## src/rtl/trap_sequencer_if.sv

```systemverilog
`default_nettype none
// ============================================================================
// Module      : trap_sequencer_if
// Description : Bundle between the datapath/csrUnit side and the trap
//               sequencer: retire-stage flags in, trap strobes and fetch
//               redirect out.
// Revision    : 1.0 - initial release
// ============================================================================
interface trap_sequencer_if #(
  parameter int XLEN = 32
);
  // Retire-stage inputs
  logic            retire_i;
  logic [XLEN-1:0] pc_i;
  logic [XLEN-1:0] nextPc_i;
  logic [XLEN-1:0] instr_i;
  logic [XLEN-1:0] badAddr_i;
  logic            instrMisaligned_i;
  logic            illegalInstr_i;
  logic            ebreak_i;
  logic            ecall_i;
  logic            storeMisaligned_i;
  logic            loadMisaligned_i;
  logic            mret_i;
  logic            mtimeIrq_i;
  logic [XLEN-1:0] mtvec_i;
  logic [XLEN-1:0] mepc_i;
  // Sequencer outputs
  logic            jumpingToMtvec_o;
  logic [XLEN-1:0] excCause_o;
  logic [XLEN-1:0] trapInfo_o;
  logic [XLEN-1:0] trapPc_o;
  logic            pcOverride_o;
  logic [XLEN-1:0] pcOverrideValue_o;
  logic            stall_o;
  logic            mretRestore_o;

  // Core side: drives retire information, consumes trap control
  modport master (
    output retire_i, pc_i, nextPc_i, instr_i, badAddr_i,
           instrMisaligned_i, illegalInstr_i, ebreak_i, ecall_i,
           storeMisaligned_i, loadMisaligned_i, mret_i, mtimeIrq_i,
           mtvec_i, mepc_i,
    input  jumpingToMtvec_o, excCause_o, trapInfo_o, trapPc_o,
           pcOverride_o, pcOverrideValue_o, stall_o, mretRestore_o
  );

  // Sequencer side
  modport slave (
    input  retire_i, pc_i, nextPc_i, instr_i, badAddr_i,
           instrMisaligned_i, illegalInstr_i, ebreak_i, ecall_i,
           storeMisaligned_i, loadMisaligned_i, mret_i, mtimeIrq_i,
           mtvec_i, mepc_i,
    output jumpingToMtvec_o, excCause_o, trapInfo_o, trapPc_o,
           pcOverride_o, pcOverrideValue_o, stall_o, mretRestore_o
  );
endinterface
`default_nettype wire

```

## src/rtl/trap_sequencer.sv

```systemverilog
`default_nettype none
// ============================================================================
// Module      : trap_sequencer
// Description : Prioritises synchronous exceptions, the machine timer
//               interrupt and mret at instruction retire, then sequences
//               trap entry (ENTER -> REDIRECT) or trap return (MRET_RET)
//               while stalling the datapath.
// Revision    : 1.0 - initial release
// ============================================================================
module trap_sequencer #(
  parameter int              XLEN        = 32,
  parameter bit              IRQ_EN      = 1'b1,
  parameter logic [XLEN-1:0] MTIME_CAUSE = 32'h8000_0007
) (
  input  wire logic       clk,
  input  wire logic       rst,
  trap_sequencer_if.slave bus
);

  localparam logic [1:0] c_RUN      = 2'd0;
  localparam logic [1:0] c_ENTER    = 2'd1;
  localparam logic [1:0] c_REDIRECT = 2'd2;
  localparam logic [1:0] c_MRET_RET = 2'd3;

  localparam logic [XLEN-1:0] c_CAUSE_IMISALIGN = XLEN'(0);
  localparam logic [XLEN-1:0] c_CAUSE_ILLEGAL   = XLEN'(2);
  localparam logic [XLEN-1:0] c_CAUSE_EBREAK    = XLEN'(3);
  localparam logic [XLEN-1:0] c_CAUSE_LMISALIGN = XLEN'(4);
  localparam logic [XLEN-1:0] c_CAUSE_SMISALIGN = XLEN'(6);
  localparam logic [XLEN-1:0] c_CAUSE_ECALL     = XLEN'(11);

  logic [1:0]      r_state;
  logic [1:0]      w_next_state;
  logic [XLEN-1:0] r_cause;
  logic [XLEN-1:0] r_tval;
  logic [XLEN-1:0] r_trap_pc;

  logic            w_sync_exc;
  logic            w_irq;
  logic            w_sample;
  logic            w_take_exc;
  logic            w_take_irq;
  logic            w_take_mret;
  logic [XLEN-1:0] w_exc_cause;
  logic [XLEN-1:0] w_exc_tval;

  logic            w_jump;
  logic            w_pc_override;
  logic [XLEN-1:0] w_pc_override_value;
  logic            w_stall;
  logic            w_mret_restore;

  // Events are only considered at an instruction boundary in RUN
  assign w_sample    = (r_state == c_RUN) && bus.retire_i;
  assign w_sync_exc  = bus.instrMisaligned_i | bus.illegalInstr_i | bus.ebreak_i |
                       bus.ecall_i | bus.storeMisaligned_i | bus.loadMisaligned_i;
  assign w_irq       = (IRQ_EN != 1'b0) && bus.mtimeIrq_i;
  assign w_take_exc  = w_sample && w_sync_exc;
  assign w_take_irq  = w_sample && !w_sync_exc && w_irq;
  assign w_take_mret = w_sample && !w_sync_exc && !w_irq && bus.mret_i;

  // Fixed-priority selection of the synchronous exception cause and tval
  always_comb begin
    w_exc_cause = '0;
    w_exc_tval  = '0;
    if (bus.instrMisaligned_i) begin
      w_exc_cause = c_CAUSE_IMISALIGN;
      w_exc_tval  = bus.badAddr_i;
    end else if (bus.illegalInstr_i) begin
      w_exc_cause = c_CAUSE_ILLEGAL;
      w_exc_tval  = bus.instr_i;
    end else if (bus.ebreak_i) begin
      w_exc_cause = c_CAUSE_EBREAK;
      w_exc_tval  = bus.pc_i;
    end else if (bus.ecall_i) begin
      w_exc_cause = c_CAUSE_ECALL;
    end else if (bus.storeMisaligned_i) begin
      w_exc_cause = c_CAUSE_SMISALIGN;
      w_exc_tval  = bus.badAddr_i;
    end else if (bus.loadMisaligned_i) begin
      w_exc_cause = c_CAUSE_LMISALIGN;
      w_exc_tval  = bus.badAddr_i;
    end
  end

  // Capture registers: loaded on trap acceptance, held otherwise.
  // An interrupt lets the instruction complete, so mepc is the next PC.
  always_ff @(posedge clk or posedge rst) begin
    if (rst) begin
      r_cause   <= '0;
      r_tval    <= '0;
      r_trap_pc <= '0;
    end else if (w_take_exc) begin
      r_cause   <= w_exc_cause;
      r_tval    <= w_exc_tval;
      r_trap_pc <= bus.pc_i;
    end else if (w_take_irq) begin
      r_cause   <= MTIME_CAUSE;
      r_tval    <= '0;
      r_trap_pc <= bus.nextPc_i;
    end
  end

  // State register
  always_ff @(posedge clk or posedge rst) begin
    if (rst) begin
      r_state <= c_RUN;
    end else begin
      r_state <= w_next_state;
    end
  end

  // Next-state logic
  always_comb begin
    w_next_state = r_state;
    case (r_state)
      c_RUN: begin
        if (w_take_exc || w_take_irq) begin
          w_next_state = c_ENTER;
        end else if (w_take_mret) begin
          w_next_state = c_MRET_RET;
        end
      end
      c_ENTER:    w_next_state = c_REDIRECT;
      c_REDIRECT: w_next_state = c_RUN;
      c_MRET_RET: w_next_state = c_RUN;
      default:    w_next_state = c_RUN;
    endcase
  end

  // Moore outputs decoded from the current state
  always_comb begin
    w_jump              = 1'b0;
    w_pc_override       = 1'b0;
    w_pc_override_value = '0;
    w_stall             = 1'b0;
    w_mret_restore      = 1'b0;
    case (r_state)
      c_ENTER: begin
        w_jump  = 1'b1;
        w_stall = 1'b1;
      end
      c_REDIRECT: begin
        w_pc_override       = 1'b1;
        w_pc_override_value = bus.mtvec_i;
        w_stall             = 1'b1;
      end
      c_MRET_RET: begin
        w_pc_override       = 1'b1;
        w_pc_override_value = bus.mepc_i;
        w_mret_restore      = 1'b1;
        w_stall             = 1'b1;
      end
      default: begin
        w_stall = 1'b0;
      end
    endcase
  end

  assign bus.jumpingToMtvec_o  = w_jump;
  assign bus.excCause_o        = r_cause;
  assign bus.trapInfo_o        = r_tval;
  assign bus.trapPc_o          = r_trap_pc;
  assign bus.pcOverride_o      = w_pc_override;
  assign bus.pcOverrideValue_o = w_pc_override_value;
  assign bus.stall_o           = w_stall;
  assign bus.mretRestore_o     = w_mret_restore;

endmodule
`default_nettype wire

```

## src/flat_wrapper.sv

```systemverilog
// flat-port wrapper written by rule: the top's interface ports become plain ports
module trap_sequencer_flat 
#(
  parameter int              XLEN        = 32,
  parameter bit              IRQ_EN      = 1'b1,
  parameter logic [XLEN-1:0] MTIME_CAUSE = 32'h8000_0007
)
  (clk, rst, bus_retire_i, bus_pc_i, bus_nextPc_i, bus_instr_i, bus_badAddr_i, bus_instrMisaligned_i, bus_illegalInstr_i, bus_ebreak_i, bus_ecall_i, bus_storeMisaligned_i, bus_loadMisaligned_i, bus_mret_i, bus_mtimeIrq_i, bus_mtvec_i, bus_mepc_i, bus_jumpingToMtvec_o, bus_excCause_o, bus_trapInfo_o, bus_trapPc_o, bus_pcOverride_o, bus_pcOverrideValue_o, bus_stall_o, bus_mretRestore_o);
  trap_sequencer_if #(.XLEN(XLEN)) bus_i ();
  input  wire logic clk;
  input  wire logic rst;
  input wire logic [$bits(bus_i.retire_i)-1:0] bus_retire_i;
  input wire logic [$bits(bus_i.pc_i)-1:0] bus_pc_i;
  input wire logic [$bits(bus_i.nextPc_i)-1:0] bus_nextPc_i;
  input wire logic [$bits(bus_i.instr_i)-1:0] bus_instr_i;
  input wire logic [$bits(bus_i.badAddr_i)-1:0] bus_badAddr_i;
  input wire logic [$bits(bus_i.instrMisaligned_i)-1:0] bus_instrMisaligned_i;
  input wire logic [$bits(bus_i.illegalInstr_i)-1:0] bus_illegalInstr_i;
  input wire logic [$bits(bus_i.ebreak_i)-1:0] bus_ebreak_i;
  input wire logic [$bits(bus_i.ecall_i)-1:0] bus_ecall_i;
  input wire logic [$bits(bus_i.storeMisaligned_i)-1:0] bus_storeMisaligned_i;
  input wire logic [$bits(bus_i.loadMisaligned_i)-1:0] bus_loadMisaligned_i;
  input wire logic [$bits(bus_i.mret_i)-1:0] bus_mret_i;
  input wire logic [$bits(bus_i.mtimeIrq_i)-1:0] bus_mtimeIrq_i;
  input wire logic [$bits(bus_i.mtvec_i)-1:0] bus_mtvec_i;
  input wire logic [$bits(bus_i.mepc_i)-1:0] bus_mepc_i;
  output wire logic [$bits(bus_i.jumpingToMtvec_o)-1:0] bus_jumpingToMtvec_o;
  output wire logic [$bits(bus_i.excCause_o)-1:0] bus_excCause_o;
  output wire logic [$bits(bus_i.trapInfo_o)-1:0] bus_trapInfo_o;
  output wire logic [$bits(bus_i.trapPc_o)-1:0] bus_trapPc_o;
  output wire logic [$bits(bus_i.pcOverride_o)-1:0] bus_pcOverride_o;
  output wire logic [$bits(bus_i.pcOverrideValue_o)-1:0] bus_pcOverrideValue_o;
  output wire logic [$bits(bus_i.stall_o)-1:0] bus_stall_o;
  output wire logic [$bits(bus_i.mretRestore_o)-1:0] bus_mretRestore_o;
  assign bus_i.retire_i = bus_retire_i;
  assign bus_i.pc_i = bus_pc_i;
  assign bus_i.nextPc_i = bus_nextPc_i;
  assign bus_i.instr_i = bus_instr_i;
  assign bus_i.badAddr_i = bus_badAddr_i;
  assign bus_i.instrMisaligned_i = bus_instrMisaligned_i;
  assign bus_i.illegalInstr_i = bus_illegalInstr_i;
  assign bus_i.ebreak_i = bus_ebreak_i;
  assign bus_i.ecall_i = bus_ecall_i;
  assign bus_i.storeMisaligned_i = bus_storeMisaligned_i;
  assign bus_i.loadMisaligned_i = bus_loadMisaligned_i;
  assign bus_i.mret_i = bus_mret_i;
  assign bus_i.mtimeIrq_i = bus_mtimeIrq_i;
  assign bus_i.mtvec_i = bus_mtvec_i;
  assign bus_i.mepc_i = bus_mepc_i;
  assign bus_jumpingToMtvec_o = bus_i.jumpingToMtvec_o;
  assign bus_excCause_o = bus_i.excCause_o;
  assign bus_trapInfo_o = bus_i.trapInfo_o;
  assign bus_trapPc_o = bus_i.trapPc_o;
  assign bus_pcOverride_o = bus_i.pcOverride_o;
  assign bus_pcOverrideValue_o = bus_i.pcOverrideValue_o;
  assign bus_stall_o = bus_i.stall_o;
  assign bus_mretRestore_o = bus_i.mretRestore_o;
  trap_sequencer #(.XLEN(XLEN), .IRQ_EN(IRQ_EN), .MTIME_CAUSE(MTIME_CAUSE)) u_core (.clk(clk), .rst(rst), .bus(bus_i));
endmodule
```

## config.mk

```make
export PLATFORM = sky130hd
export DESIGN_NAME = trap_sequencer_flat
export DESIGN_NICKNAME = d
export VERILOG_FILES = /design/src/rtl/trap_sequencer_if.sv /design/src/rtl/trap_sequencer.sv /design/src/flat_wrapper.sv
export SDC_FILE = /design/constraint.sdc
export NUM_CORES = 1
export LEC_CHECK = 0
export BUFFER_PORTS_ARGS = -buffer_cell sky130_fd_sc_hd__buf_2
export CAP_MARGIN = 20
export CORE_AREA = 2 2 129 131
export DETAILED_ROUTE_END_ITERATION = 7
export DIE_AREA = 0 0 131 133
export PLACE_DENSITY = 0.66
export SYNTH_ARGS = -nofsm -noshare
export SYNTH_HDL_FRONTEND = slang
export SYNTH_SLANG_ARGS = --single-unit
```

## constraint.sdc

```tcl
create_clock -name clk -period 2.8 [get_ports clk]
set_input_delay 0.56 -clock clk [delete_from_list [all_inputs] [get_ports clk]]
set_output_delay 0.56 -clock clk [all_outputs]
set_load 0.02 [all_outputs]
```

# Word level (Yosys, flattened, before mapping)
# Cells that the tools add are included.
# totals
reg_bits,98
in_bits,203
output_inout_bits,132
elab_cells,52
# classes
n_eq_ne,4
muxes,26
bitwise_logic,5
n_reduce_logical,13
# op_table
operator,count
two-way mux 32 bit,17
one-hot mux 32 bit (2 select lines),1
logical AND 1 bit,6
one-hot mux 2 bit (3 select lines),1
bitwise OR 1 bit,5
== test 2 bit (second input constant),2
two-way mux 1 bit,4
two-way mux 2 bit,2
two-way mux 3 bit,1
inequality test 3 x 2 -> 1 bit (second input constant),1
OR reduction 3 bit,1
== test 2 x 1 -> 1 bit (second input constant),1
zero test 1 bit,2
zero test 2 bit,1
nonzero test 2 bit,1
OR reduction 2 bit,1
logical OR 1 bit,1

# Depth between registers and ports, before layout
# logic_depth
depth_word,12
depth_mapped,8
mapped_depth_nobuf,4

# Worst setup path after synthesis
# OpenSTA, ideal clock, no wires.
# synth_path
path_type,register -> output
startpoint,register u_core.r_state[0]
endpoint,output bus_pcOverrideValue_o[10]
t_arrival_ps,1302
required_time_ps,2240
slack_ps,938
path_stages_with_launch,5
n_path_buf,2
cell_sequence,dfrtp_1 > buf_6 > clkbuf_1 > mux2i_1 > nor2b_1
# synth_via
elab_chain_len,2
elab_cells_between_ends,3
classes_between,2 x eq/ne; 1 x mux
# synth_rtl
item,line,source
start: declaration,trap_sequencer.sv:32,logic [1:0] r_state;
start signal: assignment,trap_sequencer.sv:107,r_state <= c_RUN;
start signal: assignment,trap_sequencer.sv:109,r_state <= w_next_state;
== test 2 bit,trap_sequencer.sv:138,case (r_state)
one-hot mux 32 bit (2 select lines) *,trap_sequencer.sv:138,
end: declaration,flat_wrapper.sv:32,output wire logic [$bits(bus_i.pcOverrideValue_o)-1:0] bus_pcOverrideValue_o;
# Mark *: on every way between the ends. The rest lies on a longest branch, timed or not.

# Final worst setup path
# layout_path
startpoint,register u_core.r_state[0]
endpoint,output bus_pcOverrideValue_o[31]
# The elaborated chain is that of the path after synthesis.

==> impl_summary.txt <==
----------------------------------------------------
[Synthesis]
  Most frequently used flop master after synthesis ... sky130_fd_sc_hd__dfrtp_1
  Post-synthesis async set-or-reset flop share ... 100%
  Number of instances in the synthesized netlist ... 433
  Fraction of synthesized area in multiplexers ... 6.91%
  Library cell occupying the most area in the post-synthesis netlist ... sky130_fd_sc_hd__dfrtp_1
  Post-synthesis adder-cell area fraction ... 0%
  Complex-gate fraction of the synthesized area ... approximately 34%
  Dominant combinational cell family by area after synthesis ... compound AO/OA/AOI/OAI gates
  Post-synth EDFFs ... 0
  Post-synthesis share of cell area spent on xor and xnor gates ... 0%
  Yosys synthesis warning count ... 0
  Area share of and/or/nand/nor cells after synthesis ... 10.0%
  Area share of the largest cell type after synthesis ... 38.3%
  Ranking of synthesized cells by area ... sky130_fd_sc_hd__dfrtp_1, sky130_fd_sc_hd__a2bb2oi_2, sky130_fd_sc_hd__mux2i_1
  Netlist area before placement ... approximately 4600 um^2
  Synth cell types ... 34
  Sequential-to-total area share from yosys stat ... 38.3%
  Register bit count reported by yosys ... a little over 70
  Per-instance average area after synthesis ... 10.7 um^2

[Timing]
  Total count of hold-check failures in the final report ... 0
  Worst hold slack after final layout ... 0.298 ns
  Worst Max-Slew Pin Slew ... 1.07 ns
  Max-slew violation count ... 0
  Final sum of negative setup slack ... 0 ns
  Crit path time final ... 2.42 ns
  Unrepaired setup endpoints after global routing ... no
  Period utilization ... about 86%
  Final setup violating endpoints ... 0
  Final Worst Setup Slack ... 0.385 ns
  Peak clock frequency supported by timing ... between 400 and 500 MHz
  Clk_skew ... 0.00775 ns
  Worst slew slack as a fraction of its limit ... between 20% and 30%

[Layout]
  Filler cell count in the final layout ... 1,633
  Combined area of the multi-input logic cells ... around 2500 um^2
  Layout cell share with drive strength beyond 1 ... 52.0%
  Most frequent standard cell in the layout excluding fill and tap cells ... sky130_fd_sc_hd__buf_2
  ANT cells ... 0
  Sequential cell area ... 1780 um^2
  Area delta synth->final ... 40.2%
  NumNets Final ... 921
  Commonest non-fill, non-tap cells in the layout ... sky130_fd_sc_hd__buf_2, sky130_fd_sc_hd__dfrtp_1, sky130_fd_sc_hd__nor2_1, sky130_fd_sc_hd__nor2b_1

[Drt]
  Highest metal used ... met5
  Number of detailed-route iterations in the first pass ... 5
  Initial drt markers ... 202
  Routed WL ... 18,100 um
  Number of vias in the routed layout ... around 4,700
  Wire length on met3 ... 1360 um
  DR WL/cell ... 19.2 um
  Number of DRC violations after detailed routing ... 0
  Routed length on met1 ... 6770 um
  Detail Route Antenna Nets ... 0
  Post-detailed-route via-to-cell ratio ... 4.98
  Met2 WL post-DR ... 9530 um

[Global routing]
  GR Overflow Total ... 0
  Number of antenna violations at the first check in global routing ... 2
  Via count of the first global-routing pass ... 4,581
  Wire length of the first global-routing pass ... 25,700 um
  Pin count of the biggest net entering global routing ... 46
  GRT Resource Usage Total ... a little under 20%

[Power]
  Static leakage ... roughly 0.0032 uW
  Power Total ... 4350 uW
  Highest ir drop seen on vdd ... about 0.32 mV
  Power density over the cells ... 670 nW/um^2

[Placed design]
  Placer congestion estimate ... 0.817
  Post-place setup slack ... 0.453 ns
  HPWL reported at the end of detailed placement ... 14,000 um
  Number of I/O port buffers ... 307

[Floorplan]
  Standard-cell rows ... 47
  Placeable core region ... 16,200 um^2
  Die area ... 17,400 um^2
  Die Width ... ~130 um
  Initial Util ... between 20% and 30%
  IO Pins ... between 300 and 400
  Overall die height ... approximately 130 um

[Setup path]
  Required time at the endpoint of the critical path ... 2.24 ns
  Depth of the worst register-to-register path ... 4
  Type of origin of the critical path ... flip-flop
  Sort of element at the end of the critical path ... output pin
  Data arrival at the endpoint of the critical path ... 1.86 ns
  Critical path start-end classification ... flip-flop to output pin
  Top fanout value on the critical path ... 34

[Clocking]
  Total clock buffers created by CTS ... 9
  Post-cts hold buffer count ... 0
  Deepest clock path buffer count ... 2
  Clk Latency, worst-skew pair ... around 0.33 ns
  Clock input transition at the sequential cells of the worst setup and hold paths ... 0.06 ns
  Post-cts resize count ... 0
  Root buf cell ... sky130_fd_sc_hd__clkbuf_16
  CTS tree ... done
  Count of buffers added by post-CTS timing repair for setup ... 0
  H-Tree Depth ... 3
  Number of clock sinks ... 71

[Min path]
  Classification of the worst-slack hold path ... input pin to asynchronous set/reset pin

[Run status]
  Result of the run ... finished clean

[Job]
  # Max-Cap Violations ... 0

----------------------------------------------------
-- report_power, final --
| part | internal [uW] | switching [uW] | leakage (uW) |
|---|---|---|---|
| logic | 748 | 1020 | 0.00218 |
| registers | 1290 | 179 | 0.000828 |
| clock network | 700 | 418 | 0.000140 |
-- sequential cells by signal, indices dropped and copies added (netlist names) --
name                   count
u_core.bus.excCause_o      5
u_core.bus.trapPc_o       32
u_core.bus.trapInfo_o     32
u_core.r_state             2
-- critical path, stage by stage, from the launching register on --
cell and delay, ns:
sky130_fd_sc_hd__dfrtp_2 0.35, sky130_fd_sc_hd__buf_4 0.44, sky130_fd_sc_hd__mux2i_1 0.43, sky130_fd_sc_hd__nor2b_1 0.10, sky130_fd_sc_hd__buf_2 0.17
-- cell type report --
| cell class | instances | area share (%) |
|---|---|---|
| clock buffers | 10 | 3.68 |
| clock inverters | 4 | 0.731 |
| inverters | 4 | 0.231 |
| multi-input cells | 310 | 38.0 |
| flip-flops and latches | 71 | 27.3 |
| well taps | 220 | 4.23 |
| repair buffers | 322 | 25.8 |
-- cell usage after synthesis, types with 5 or more instances --
cell type / count
sky130_fd_sc_hd__dfrtp_1: 71
sky130_fd_sc_hd__nor2_1: 35
sky130_fd_sc_hd__nor2b_1: 35
sky130_fd_sc_hd__a221oi_1: 32
sky130_fd_sc_hd__a22o_1: 32
sky130_fd_sc_hd__mux2i_1: 32
sky130_fd_sc_hd__o22ai_1: 32
sky130_fd_sc_hd__o2bb2ai_1: 32
sky130_fd_sc_hd__a2bb2oi_2: 30
sky130_fd_sc_hd__buf_4: 28
sky130_fd_sc_hd__clkbuf_1: 21
sky130_fd_sc_hd__buf_2: 15
sky130_fd_sc_hd__a2bb2oi_1: 5
sky130_fd_sc_hd__buf_6: 5
-- path summary, 6_finish.rpt --
kind | start | end | slack (ns)
max in group asynchronous | rst | u_core.r_state[0] | 1.79
min in group clk | bus_mret_i | u_core.r_state[0] | 0.48
setup / recovery | u_core.r_state[0] | bus_pcOverrideValue_o[31] | 0.38
hold / removal | rst | u_core.bus.trapPc_o[15] | 0.30
setup reg to reg | u_core.r_state[0] | u_core.bus.excCause_o[3] | 0.73
hold reg to reg | u_core.bus.excCause_o[3] | u_core.bus.excCause_o[3] | 0.50
-- metrics by stage --
| stage | utilization [%] | cells | area [um^2] |
|---|---|---|---|
| floorplan | - | 459 | 4730 |
| global placement | 38.4 | 927 | 6210 |
| detailed placement | 38.4 | 927 | 6210 |
| CTS | 40.2 | 941 | 6500 |
| global route | 40.2 | 941 | 6500 |
| finish | 40.2 | 941 | 6500 |
-- metal layers --
layer / track usage (%) / vias up
met5: 0 / -
met4: 6.44 / 2
met3: 4.33 / 27
met2: 36.8 / 255
met1: 21.4 / 2211
li1: - / 2194
-- logic make-up (layout without fill, tap and decap cells) --
group,after synthesis,count (layout)
muxes,32,32
buffers and inverters,78,340
other,1,27
and+or+nand+nor,82,82
AOI/OAI and AO/OA,169,169
DFF,71,71
No activity file was read; power rests on OpenSTA's default activity.
